$ cat config.mk
export PLATFORM = sky130hd
export DESIGN_NAME = compound_rr_scheduler
export DESIGN_NICKNAME = d
export VERILOG_FILES = /design/src/rtl/compound_rr_scheduler.sv
export SDC_FILE = /design/constraint.sdc
export NUM_CORES = 1
export LEC_CHECK = 0
export CORE_AREA = 4 4 142 144
export DETAILED_ROUTE_END_ITERATION = 16
export DIE_AREA = 0 0 146 148
export GPL_TIMING_DRIVEN = 0
export PLACE_DENSITY = 0.74
export SETUP_SLACK_MARGIN = 0.2
export SLEW_MARGIN = 10
export SYNTH_ARGS = -nofsm -noshare
export SYNTH_HDL_FRONTEND = slang
export SYNTH_SLANG_ARGS = --single-unit
export TNS_END_PERCENT = 100
$ cat constraint.sdc
create_clock -name clk -period 1.6 [get_ports clk]
set_input_delay 0.24 -clock clk [delete_from_list [all_inputs] [get_ports clk]]
set_output_delay 0.24 -clock clk [all_outputs]
set_load 0.01 [all_outputs]
$ cat src/rtl/compound_rr_scheduler.sv
// Round-robin scheduler: several producers share one compound-message
// output channel ({x,y} with a notify/sync handshake). A grant captures the
// winner's message and acknowledges it with a one-cycle in_sync pulse. The
// message is held downstream until the consumer syncs, and then the priority
// pointer moves to the requester after the one just served.
module compound_rr_scheduler #(
  parameter int NUM_REQ = 4,
  parameter int DATA_W  = 32,
  localparam int IDX_W  = $clog2(NUM_REQ)
) (
  input  logic                      clk,
  input  logic                      rst,
  input  logic                      en,
  input  logic [NUM_REQ-1:0]        in_notify,
  input  logic [NUM_REQ*DATA_W-1:0] in_x,
  input  logic [NUM_REQ*DATA_W-1:0] in_y,
  output logic [NUM_REQ-1:0]        in_sync,
  output logic [DATA_W-1:0]         out_x,
  output logic [DATA_W-1:0]         out_y,
  output logic                      out_notify,
  input  logic                      out_sync,
  output logic                      busy,
  output logic [IDX_W-1:0]          grant_idx,
  output logic [31:0]               xfer_count
);

  // Section FSM encoding
  localparam logic [0:0] SECTION_IDLE = 1'b0;
  localparam logic [0:0] SECTION_SEND = 1'b1;

  // Registered state
  logic [0:0]         state_r;
  logic [IDX_W-1:0]   rr_ptr_r;
  logic [IDX_W-1:0]   grant_idx_r;
  logic [DATA_W-1:0]  out_x_r;
  logic [DATA_W-1:0]  out_y_r;
  logic               out_notify_r;
  logic               busy_r;
  logic [NUM_REQ-1:0] in_sync_r;
  logic [31:0]        xfer_count_r;

  // Next-state values
  logic [0:0]         state_s;
  logic [IDX_W-1:0]   rr_ptr_s;
  logic [IDX_W-1:0]   grant_idx_s;
  logic [DATA_W-1:0]  out_x_s;
  logic [DATA_W-1:0]  out_y_s;
  logic               out_notify_s;
  logic               busy_s;
  logic [NUM_REQ-1:0] in_sync_s;
  logic [31:0]        xfer_count_s;

  // Arbitration results
  logic               found_s;
  logic [IDX_W-1:0]   pick_idx_s;
  int                 cand_s;
  logic [DATA_W-1:0]  pick_x_s;
  logic [DATA_W-1:0]  pick_y_s;
  logic [IDX_W-1:0]   rr_after_s;
  logic [NUM_REQ-1:0] pick_onehot_s;

  // Scan requesters starting at rr_ptr and wrapping; the first set notify wins
  always_comb begin
    found_s    = 1'b0;
    pick_idx_s = '0;
    cand_s     = 0;
    for (int k = 0; k < NUM_REQ; k++) begin
      cand_s = int'(rr_ptr_r) + k;
      if (cand_s >= NUM_REQ) begin
        cand_s = cand_s - NUM_REQ;
      end else begin
        cand_s = cand_s;
      end
      if (!found_s && in_notify[cand_s]) begin
        found_s    = 1'b1;
        pick_idx_s = IDX_W'(cand_s);
      end else begin
        found_s    = found_s;
      end
    end
  end

  // Select the winner's payload, its acknowledge bit, and the pointer that follows the current grant
  always_comb begin
    pick_x_s      = in_x[int'(pick_idx_s)*DATA_W +: DATA_W];
    pick_y_s      = in_y[int'(pick_idx_s)*DATA_W +: DATA_W];
    pick_onehot_s = {{(NUM_REQ-1){1'b0}}, 1'b1} << pick_idx_s;
    if (grant_idx_r == IDX_W'(NUM_REQ-1)) begin
      rr_after_s = '0;
    end else begin
      rr_after_s = grant_idx_r + IDX_W'(1);
    end
  end

  // Section FSM next-state logic; in_sync defaults low so it can only pulse for one cycle
  always_comb begin
    state_s      = state_r;
    rr_ptr_s     = rr_ptr_r;
    grant_idx_s  = grant_idx_r;
    out_x_s      = out_x_r;
    out_y_s      = out_y_r;
    out_notify_s = out_notify_r;
    busy_s       = busy_r;
    in_sync_s    = '0;
    xfer_count_s = xfer_count_r;
    case (state_r)
      SECTION_IDLE: begin
        if (en && found_s) begin
          out_x_s      = pick_x_s;
          out_y_s      = pick_y_s;
          out_notify_s = 1'b1;
          grant_idx_s  = pick_idx_s;
          in_sync_s    = pick_onehot_s;
          busy_s       = 1'b1;
          state_s      = SECTION_SEND;
        end else begin
          state_s      = SECTION_IDLE;
        end
      end
      SECTION_SEND: begin
        // The captured message stays put and new notifies are ignored until the consumer syncs
        if (out_sync) begin
          out_notify_s = 1'b0;
          busy_s       = 1'b0;
          rr_ptr_s     = rr_after_s;
          xfer_count_s = xfer_count_r + 32'd1;
          state_s      = SECTION_IDLE;
        end else begin
          state_s      = SECTION_SEND;
        end
      end
      default: begin
        out_notify_s = 1'b0;
        busy_s       = 1'b0;
        state_s      = SECTION_IDLE;
      end
    endcase
  end

  // State and output registers; reset drops any in-flight message without acknowledging it
  always_ff @(posedge clk or negedge rst) begin
    if (!rst) begin
      state_r      <= SECTION_IDLE;
      rr_ptr_r     <= '0;
      grant_idx_r  <= '0;
      out_x_r      <= '0;
      out_y_r      <= '0;
      out_notify_r <= 1'b0;
      busy_r       <= 1'b0;
      in_sync_r    <= '0;
      xfer_count_r <= 32'd0;
    end else begin
      state_r      <= state_s;
      rr_ptr_r     <= rr_ptr_s;
      grant_idx_r  <= grant_idx_s;
      out_x_r      <= out_x_s;
      out_y_r      <= out_y_s;
      out_notify_r <= out_notify_s;
      busy_r       <= busy_s;
      in_sync_r    <= in_sync_s;
      xfer_count_r <= xfer_count_s;
    end
  end

  assign in_sync    = in_sync_r;
  assign out_x      = out_x_r;
  assign out_y      = out_y_r;
  assign out_notify = out_notify_r;
  assign busy       = busy_r;
  assign grant_idx  = grant_idx_r;
  assign xfer_count = xfer_count_r;

endmodule

==> results of run 1 <==
flip-flops by register name, indices dropped and copies added, names as in the netlist:
| name | flops |
|---|---|
| out_y | 32 |
| grant_idx | 2 |
| busy | 1 |
| rr_ptr_r | 2 |
| state_r | 1 |
| in_sync | 4 |
| xfer_count | 32 |
| out_x | 32 |
metal layers:
metal | GRT usage [%] | vias to the layer above | wire [um]
met1 | 27.8 | 3004 | 11000
met2 | 42.0 | 243 | 14800
met4 | 7.01 | 4 | 655
met5 | 0 | - | 27
met3 | 6.62 | 45 | 1850
li1 | - | 2877 | -
through the flow:
step                total power (uW)  util, %  cell area, um^2
finish                         17500     68.0            12700
global route                   18300     68.0            12700
CTS                            16000     62.1            11600
floorplan                       8430        -             6300
global placement               12100     54.9            10300
detailed placement             12200     55.0            10300
worst max-delay path, delay by kind of cell (launching register included):
family / cells / cell delay (ns)
AND/OR/NAND/NOR: 2 / 0.20
AO/OA/AOI/OAI: 2 / 0.25
buffers and inverters: 3 / 0.51
multiplexers: 1 / 0.24
flip-flops: 1 / 0.45
how the worst min path moves through the flow:
stage / start / endpoint / slack [ns] / cells past startpoint
6_report: rst / busy$_DFFE_PN0P_ / 0.37 / 2
5_1_grt: rst / xfer_count[3]$_DFFE_PN0P_ / 0.40 / 2
4_1_cts: out_sync / state_r$_DFF_PN0_ / 0.32 / 2
3_5_place_dp: rst / busy$_DFFE_PN0P_ / 0.20 / 1
3_3_place_gp: xfer_count[31]$_DFFE_PN0P_ / xfer_count[31]$_DFFE_PN0P_ / 0.45 / 1
2_1_floorplan: rst / busy$_DFFE_PN0P_ / -0.06 / 0
kinds of logic after synthesis:
family,after synthesis,synth area share (%)
adder cells (fa/ha/maj),2,0.407
AND/OR/NAND/NOR,139,10.7
XOR/XNOR,31,4.42
flip-flops,106,43.2
multiplexers,130,21.2
buffers and inverters,37,5.35
AO/OA/AOI/OAI,73,14.7
area by class of cell:
class | instances | share of cell area [%]
inverter | 1 | 0.0492
sequential | 106 | 21.0
clock buffer | 9 | 1.77
tap | 234 | 2.30
clock inverter | 7 | 0.846
timing repair buffer | 448 | 35.4
buffer | 36 | 4.49
multi-input combinational | 375 | 34.2
report_power, final:
group / total, uW / internal, uW / switching [uW] / leakage, uW
combinational: 10700 / 6040 / 4710 / 0.00410
sequential: 4210 / 3640 / 574 / 0.00133
clock: 2530 / 1410 / 1120 / 0.000160
cells in the final DEF (no fill, tap or decap), types with 4 or more instances in the layout:
master             n
mux2i_1           56
nand4_1            5
buf_12            21
clkbuf_2          10
buf_16             7
o221ai_1          13
o221ai_2          51
nand2_1           74
xnor2_1           16
xor2_1             5
and3_4             5
dfrtp_2           16
nand2_2            5
nor2_1             4
clkdlybuf4s50_1  257
nand3_2            5
buf_6             22
xnor2_2            9
dfrtp_1           90
clkbuf_16         21
nor2_4             4
mux2i_2           19
mux2i_4           53
nand3_4            7
buf_4             53
nand2_4            8
dlygate4sd2_1     93
repair_timing:
action	4_1_cts	5_1_grt
hold buffers	1	0
setup buffers	36	26
resized for setup	271	138
pin swaps	31	42
endpoints found under the hold margin	42	0
setup endpoints to repair	202	104
cloned	5	12
==> impl_metrics.json, run 1 <==
{
  "viasPerCell": 5.08,
  "place_hpwl_um": 19600,
  "setup_slack_ns": -0.203,
  "root_buffer": "clkbuf_16",
  "initial_utilization_pct": 32.9,
  "synth_cells": 518,
  "cp-start-kind": "flip-flop",
  "groute.usage.overall_pct": 23.6,
  "antenna_found_initial": 2,
  "hold_slack_ns": 0.369,
  "clock-sinks": 106,
  "maxCapViolations": 0,
  "syn_nets": 784,
  "fmax_ghz": 0.555,
  "crit_path_top_delay_cell": "dfrtp_2",
  "stdcell_count": 1216,
  "rr_startpoint": "rr_ptr_r[0]$_DFFE_PN0P_",
  "wirelength_um": 28400,
  "rsz0062_at_grt": "true",
  "reg2reg_setup_slack_ns": -0.20,
  "fp.coreArea_um2": 18700,
  "globalRouteOverflowTotal": 0,
  "hp-class": "in -> async",
  "p_leak_uw": 0.00560,
  "drt_iter0_drc": 190,
  "grt_pass1_vias": 6398,
  "finalSetupViolations": 64,
  "clockBufferDepth": 2,
  "cts_made_buffers": 9,
  "seq_area_um2": 2670,
  "synth-seq-cells": 106,
  "worstSetupEndpointType": "flip-flop",
  "post_synth.cell_area_avg_um2": 11.9,
  "setup.worst_path.class": "reg -> reg",
  "yosys-top-cells-area": "dfrtp_1 43%, mux2i_1 21%, o221ai_2 11%",
  "status": "complete, but fails checks",
  "ant_nets": 0,
  "ys_warn_count": 0,
  "num_io_pins": 368,
  "yosysTopAreaCell": "dfrtp_1",
  "clk_latency_ns": 0.35,
  "layout.nets": 1243,
  "ys.flop_type": "dfrtp_1",
  "ys_types": 36,
  "synth_edf_count": 0,
  "async_reset_ff_share_pct": 100,
  "drive_gt1_share_pct": 35.6,
  "crit_chain": "nor2b_4 > nor2_4 > o221ai_4 > buf_6 > buf_12 > clkbuf_16 > mux2i_4 > o221ai_2",
  "avgRoutedWirePerCell_um": 23.4,
  "fin_crit_sh_pct": 113,
  "worst_r2r_path_depth": 8,
  "startpoint": "rr_ptr_r[0]$_DFFE_PN0P_",
  "cp_slowest_stage_delay_ns": 0.45,
  "place_congestion": 0.825,
  "synth_common_cells": "128 x mux2i_1, 106 x dfrtp_1, 86 x nand2_1",
  "nFillCells": 1354,
  "tightestPinTransition_ns": 0.456,
  "finalSetupTns_ns": -11.02,
  "pre_cts_ws_ns": -0.780,
  "num_vias": 6173,
  "final_max_slew_viol_count": 0,
  "drt_drc_violations_left": 0,
  "finalHoldViolations": 0,
  "arrival_ns": 2.03,
  "cp-endpoint": "out_x[1]$_DFFE_PN0P_",
  "power_per_cell_area_nw_per_um2": 1380,
  "synth_top_area_share_pct": 43.2,
  "fin_worst_skew_ns": 0.0119,
  "num_antenna_cells": 0,
  "ys_seq_area_share_pct": 43.2,
  "syn_area_um2": 6150,
  "final.min_clock_period_ns": 1.80,
  "grt_start_max_net_pins": 65,
  "dr.pass1.iters": 4,
  "cts_tree": "built",
  "dp_cells": 1120,
  "multiInputGateArea_um2": 4350,
  "slew_headroom_pct": 69.6,
  "die_w_um": 146,
  "r2r_end": "out_x[1]$_DFFE_PN0P_",
  "yosysMostFrequentCell": "mux2i_1",
  "die-height_um": 148,
  "placementRows": 50,
  "clk_pin_slew_ns": 0.08,
  "critPathMaxFanout": 6,
  "design.die.area_um2": 21600,
  "h-tree-depth": 3,
  "portBuffers": 367,
  "worstPathRequired_ns": 1.83,
  "area_delta_synth_final_pct": 107,
  "max-vdd-ir-drop_mv": 0.832,
  "grt_pass1_wl_um": 39100,
  "violations": "negative setup slack"
}
(Power assumes the default switching activity.)
==> inputs of run 2 (changes only) <==
--- a/config.mk
+++ b/config.mk
@@ -5,6 +5,7 @@
 export SDC_FILE = /design/constraint.sdc
 export NUM_CORES = 1
 export LEC_CHECK = 0
+export CAP_MARGIN = 20
 export CORE_AREA = 4 4 142 144
 export DETAILED_ROUTE_END_ITERATION = 16
 export DIE_AREA = 0 0 146 148
==> results of run 2 <==
The final DEF is identical to that of run 1; final timing and power are the same.
==> inputs of run 3 (changes only) <==
--- a/config.mk
+++ b/config.mk
@@ -5,12 +5,11 @@
 export SDC_FILE = /design/constraint.sdc
 export NUM_CORES = 1
 export LEC_CHECK = 0
-export CAP_MARGIN = 20
-export CORE_AREA = 4 4 142 144
+export CORE_AREA = 2 2 144 146
 export DETAILED_ROUTE_END_ITERATION = 16
 export DIE_AREA = 0 0 146 148
 export GPL_TIMING_DRIVEN = 0
-export PLACE_DENSITY = 0.74
+export PLACE_DENSITY = 0.71
 export SETUP_SLACK_MARGIN = 0.2
 export SLEW_MARGIN = 10
 export SYNTH_ARGS = -nofsm -noshare
==> run 3 against run 2 <==
  * The run still ends with negative setup slack left
  * Worst hold slack better by 0.0023 ns
  * Largest power group unchanged
  * Sequential share of layout area grew 0.34 points
  * Largest cell class unchanged
  * Total power fell by 4.3%
  * Register-to-register slack got worse by 0.07 ns
  * Final cell count grew 2.4%
  * Clock power is 13% lower
  * Via count is 0.18% lower
  * Routed wire length fell by 4.2%
  * Global-route usage increased by 0.18 points
  * Critical path depth did not move
  * Critical endpoint is now out_x[13]$_DFFE_PN0P_
  * Flip-flop and latch count unchanged
==> impl_metrics.json, run 3 (synthesized netlist as in run 1, its figures left out) <==
{
  "status": "complete, but fails checks",
  "violations": "negative setup slack",
  "place_congestion": 0.806,
  "worstSetupEndpointType": "flip-flop",
  "tightestPinTransition_ns": 0.476,
  "p_leak_uw": 0.00550,
  "p_int_uw": 10500,
  "drt_drc_violations_left": 0,
  "nFillCells": 1643,
  "worstPathRequired_ns": 1.82,
  "stdcell_count": 1245,
  "finalSetupViolations": 65,
  "ant_nets": 0,
  "hp-class": "in -> async",
  "dr.pass1.iters": 4,
  "slew_headroom_pct": 68.3,
  "grt_pass1_vias": 6338,
  "groute.usage.overall_pct": 23.8,
  "layout.nets": 1235,
  "clockBufferDepth": 2,
  "setup_slack_ns": -0.277,
  "max-vdd-ir-drop_mv": 0.915,
  "wirelength_um": 27200,
  "drive_gt1_share_pct": 33.7,
  "die-height_um": 148,
  "rsz0062_at_grt": "true",
  "portBuffers": 367,
  "drt_iter0_drc": 158,
  "area_delta_synth_final_pct": 103,
  "clock-sinks": 106,
  "setup.worst_path.class": "reg -> reg",
  "final.min_clock_period_ns": 1.88,
  "multiInputGateArea_um2": 4190,
  "crit_chain": "nor2b_4 > nor2_2 > o221ai_4 > buf_12 > clkbuf_16 > buf_16 > mux2i_4 > o221ai_2",
  "die_w_um": 146,
  "final_cell_mix": "257 x clkdlybuf4s50_1, 96 x dfrtp_1, 95 x dlygate4sd2_1",
  "crit_path_top_delay_cell": "dfrtp_2",
  "root_buffer": "clkbuf_16",
  "seq_area_um2": 2670,
  "p_seq_share_pct": 25.4,
  "switching_share_pct": 37.2,
  "h-tree-depth": 3,
  "comb_power_share_pct": 61.6,
  "cts_tree": "built",
  "power.total_uw": 16700,
  "finalHoldViolations": 0,
  "clk_latency_ns": 0.35,
  "place_hpwl_um": 19000,
  "cts_made_buffers": 9,
  "clock_power_share_pct": 13.1,
  "critPathMaxFanout": 5,
  "design.die.area_um2": 21600,
  "antenna_found_initial": 1,
  "placementRows": 52,
  "grt_pass1_wl_um": 38900,
  "arrival_ns": 2.10,
  "dp_cells": 1156,
  "final_max_slew_viol_count": 0,
  "globalRouteOverflowTotal": 0,
  "avgRoutedWirePerCell_um": 21.9,
  "cp_slowest_stage_delay_ns": 0.46,
  "clk_pin_slew_ns": 0.08,
  "grt_start_max_net_pins": 62,
  "fp.coreArea_um2": 20000,
  "fin_crit_sh_pct": 117,
  "maxCapViolations": 0,
  "num_vias": 6162,
  "p_switching_uw": 6230,
  "num_io_pins": 368,
  "initial_utilization_pct": 30.7,
  "power_per_cell_area_nw_per_um2": 1340,
  "viasPerCell": 4.95,
  "final_common_cell": "clkdlybuf4s50_1",
  "fin_worst_skew_ns": 0.0100,
  "cp-start-kind": "flip-flop",
  "fmax_ghz": 0.533
}
[run 3: cell types whose count changed in the layout (fill, tap and decap cells not counted), moves of 4 or more]
| cell | delta |
|---|---|
| o221ai_1 | -4 |
| dfrtp_1 | +6 |
| buf_4 | -8 |
| mux2i_2 | +12 |
| buf_6 | -4 |
| clkbuf_16 | -7 |
| dfrtp_2 | -6 |
| o221ai_2 | +4 |
| buf_8 | +4 |
| mux2i_4 | -15 |
[run 3: path summary, 6_finish.rpt]
check / start / to / slack [ns] / cells past startpoint
max: rr_ptr_r[0]$_DFFE_PN0P_ / out_x[13]$_DFFE_PN0P_ / -0.28 / 8
max reg2reg: rr_ptr_r[0]$_DFFE_PN0P_ / out_x[13]$_DFFE_PN0P_ / -0.28 / 8
min in group clk: out_sync / state_r$_DFF_PN0_ / 0.37 / 2
max in group asynchronous: rst / out_x[13]$_DFFE_PN0P_ / 0.54 / 3
min: rst / xfer_count[3]$_DFFE_PN0P_ / 0.37 / 2
min reg2reg: out_y[20]$_DFFE_PN0P_ / out_y[20]$_DFFE_PN0P_ / 0.48 / 2
[run 3: metrics by stage]
stage                     utilization (%)  TNS [ns]  area, um^2  setup WS, ns  hold WS (ns)
after global routing                 62.3    -19.22       12500        -0.337         0.378
final                                62.3    -14.36       12500        -0.277         0.372
after floorplan                         -         0        6300       0.00572       -0.0556
after CTS                            58.3    -14.82       11700        -0.277         0.314
after detailed placement             51.6    -56.56       10300        -0.774         0.203
after global placement               51.5   -486.61       10300         -4.49         0.461
[run 3: timing repair]
| action | CTS | global route |
|---|---|---|
| pin swaps | 34 | 28 |
| resized for setup | 262 | 107 |
| cloned | 8 | 5 |
| hold buffers | 1 | 0 |
| endpoints found under the setup margin | 201 | 93 |
| hold endpoints to repair | 45 | 0 |
| setup buffers | 33 | 25 |
[run 3: power by group through the flow]
stage               sequential [uW]  clock, uW  combinational (uW)
floorplan                      4660          0                3770
global placement               4250          0                7900
detailed placement             4280          0                7960
CTS                            4220       2240                9270
global route                   4370       2340               10800
finish                         4240       2190               10300
[run 3: final cells by class]
| type | count | share of cell area, % |
|---|---|---|
| Timing Repair Buffer | 440 | 35.6 |
| Multi-Input combinational cell | 375 | 33.6 |
| Sequential cell | 106 | 21.4 |
| Buffer | 36 | 4.42 |
| Tap cell | 270 | 2.71 |
| Clock buffer | 10 | 1.91 |
| Clock inverter | 6 | 0.321 |
| Inverter | 1 | 0.0301 |
| Antenna cell | 1 | 0.0201 |
[run 3: per-layer routing]
| metal | share of wire [%] | vias to the layer above | track usage (%) |
|---|---|---|---|
| li1 | - | 2859 | - |
| met1 | 40 | 3018 | 28.8 |
| met2 | 52 | 249 | 42.3 |
| met3 | 6.5 | 34 | 6.67 |
| met4 | 1.9 | 2 | 5.10 |
| met5 | 0.048 | - | 0 |
[run 3: worst max-delay path, delay by kind of cell, from the launching register on]
family	cells	cell delay (ns)
buffers and inverters	3	0.48
DFF	1	0.46
AOI/OAI and AO/OA	2	0.34
muxes	1	0.25
and+or+nand+nor	2	0.21
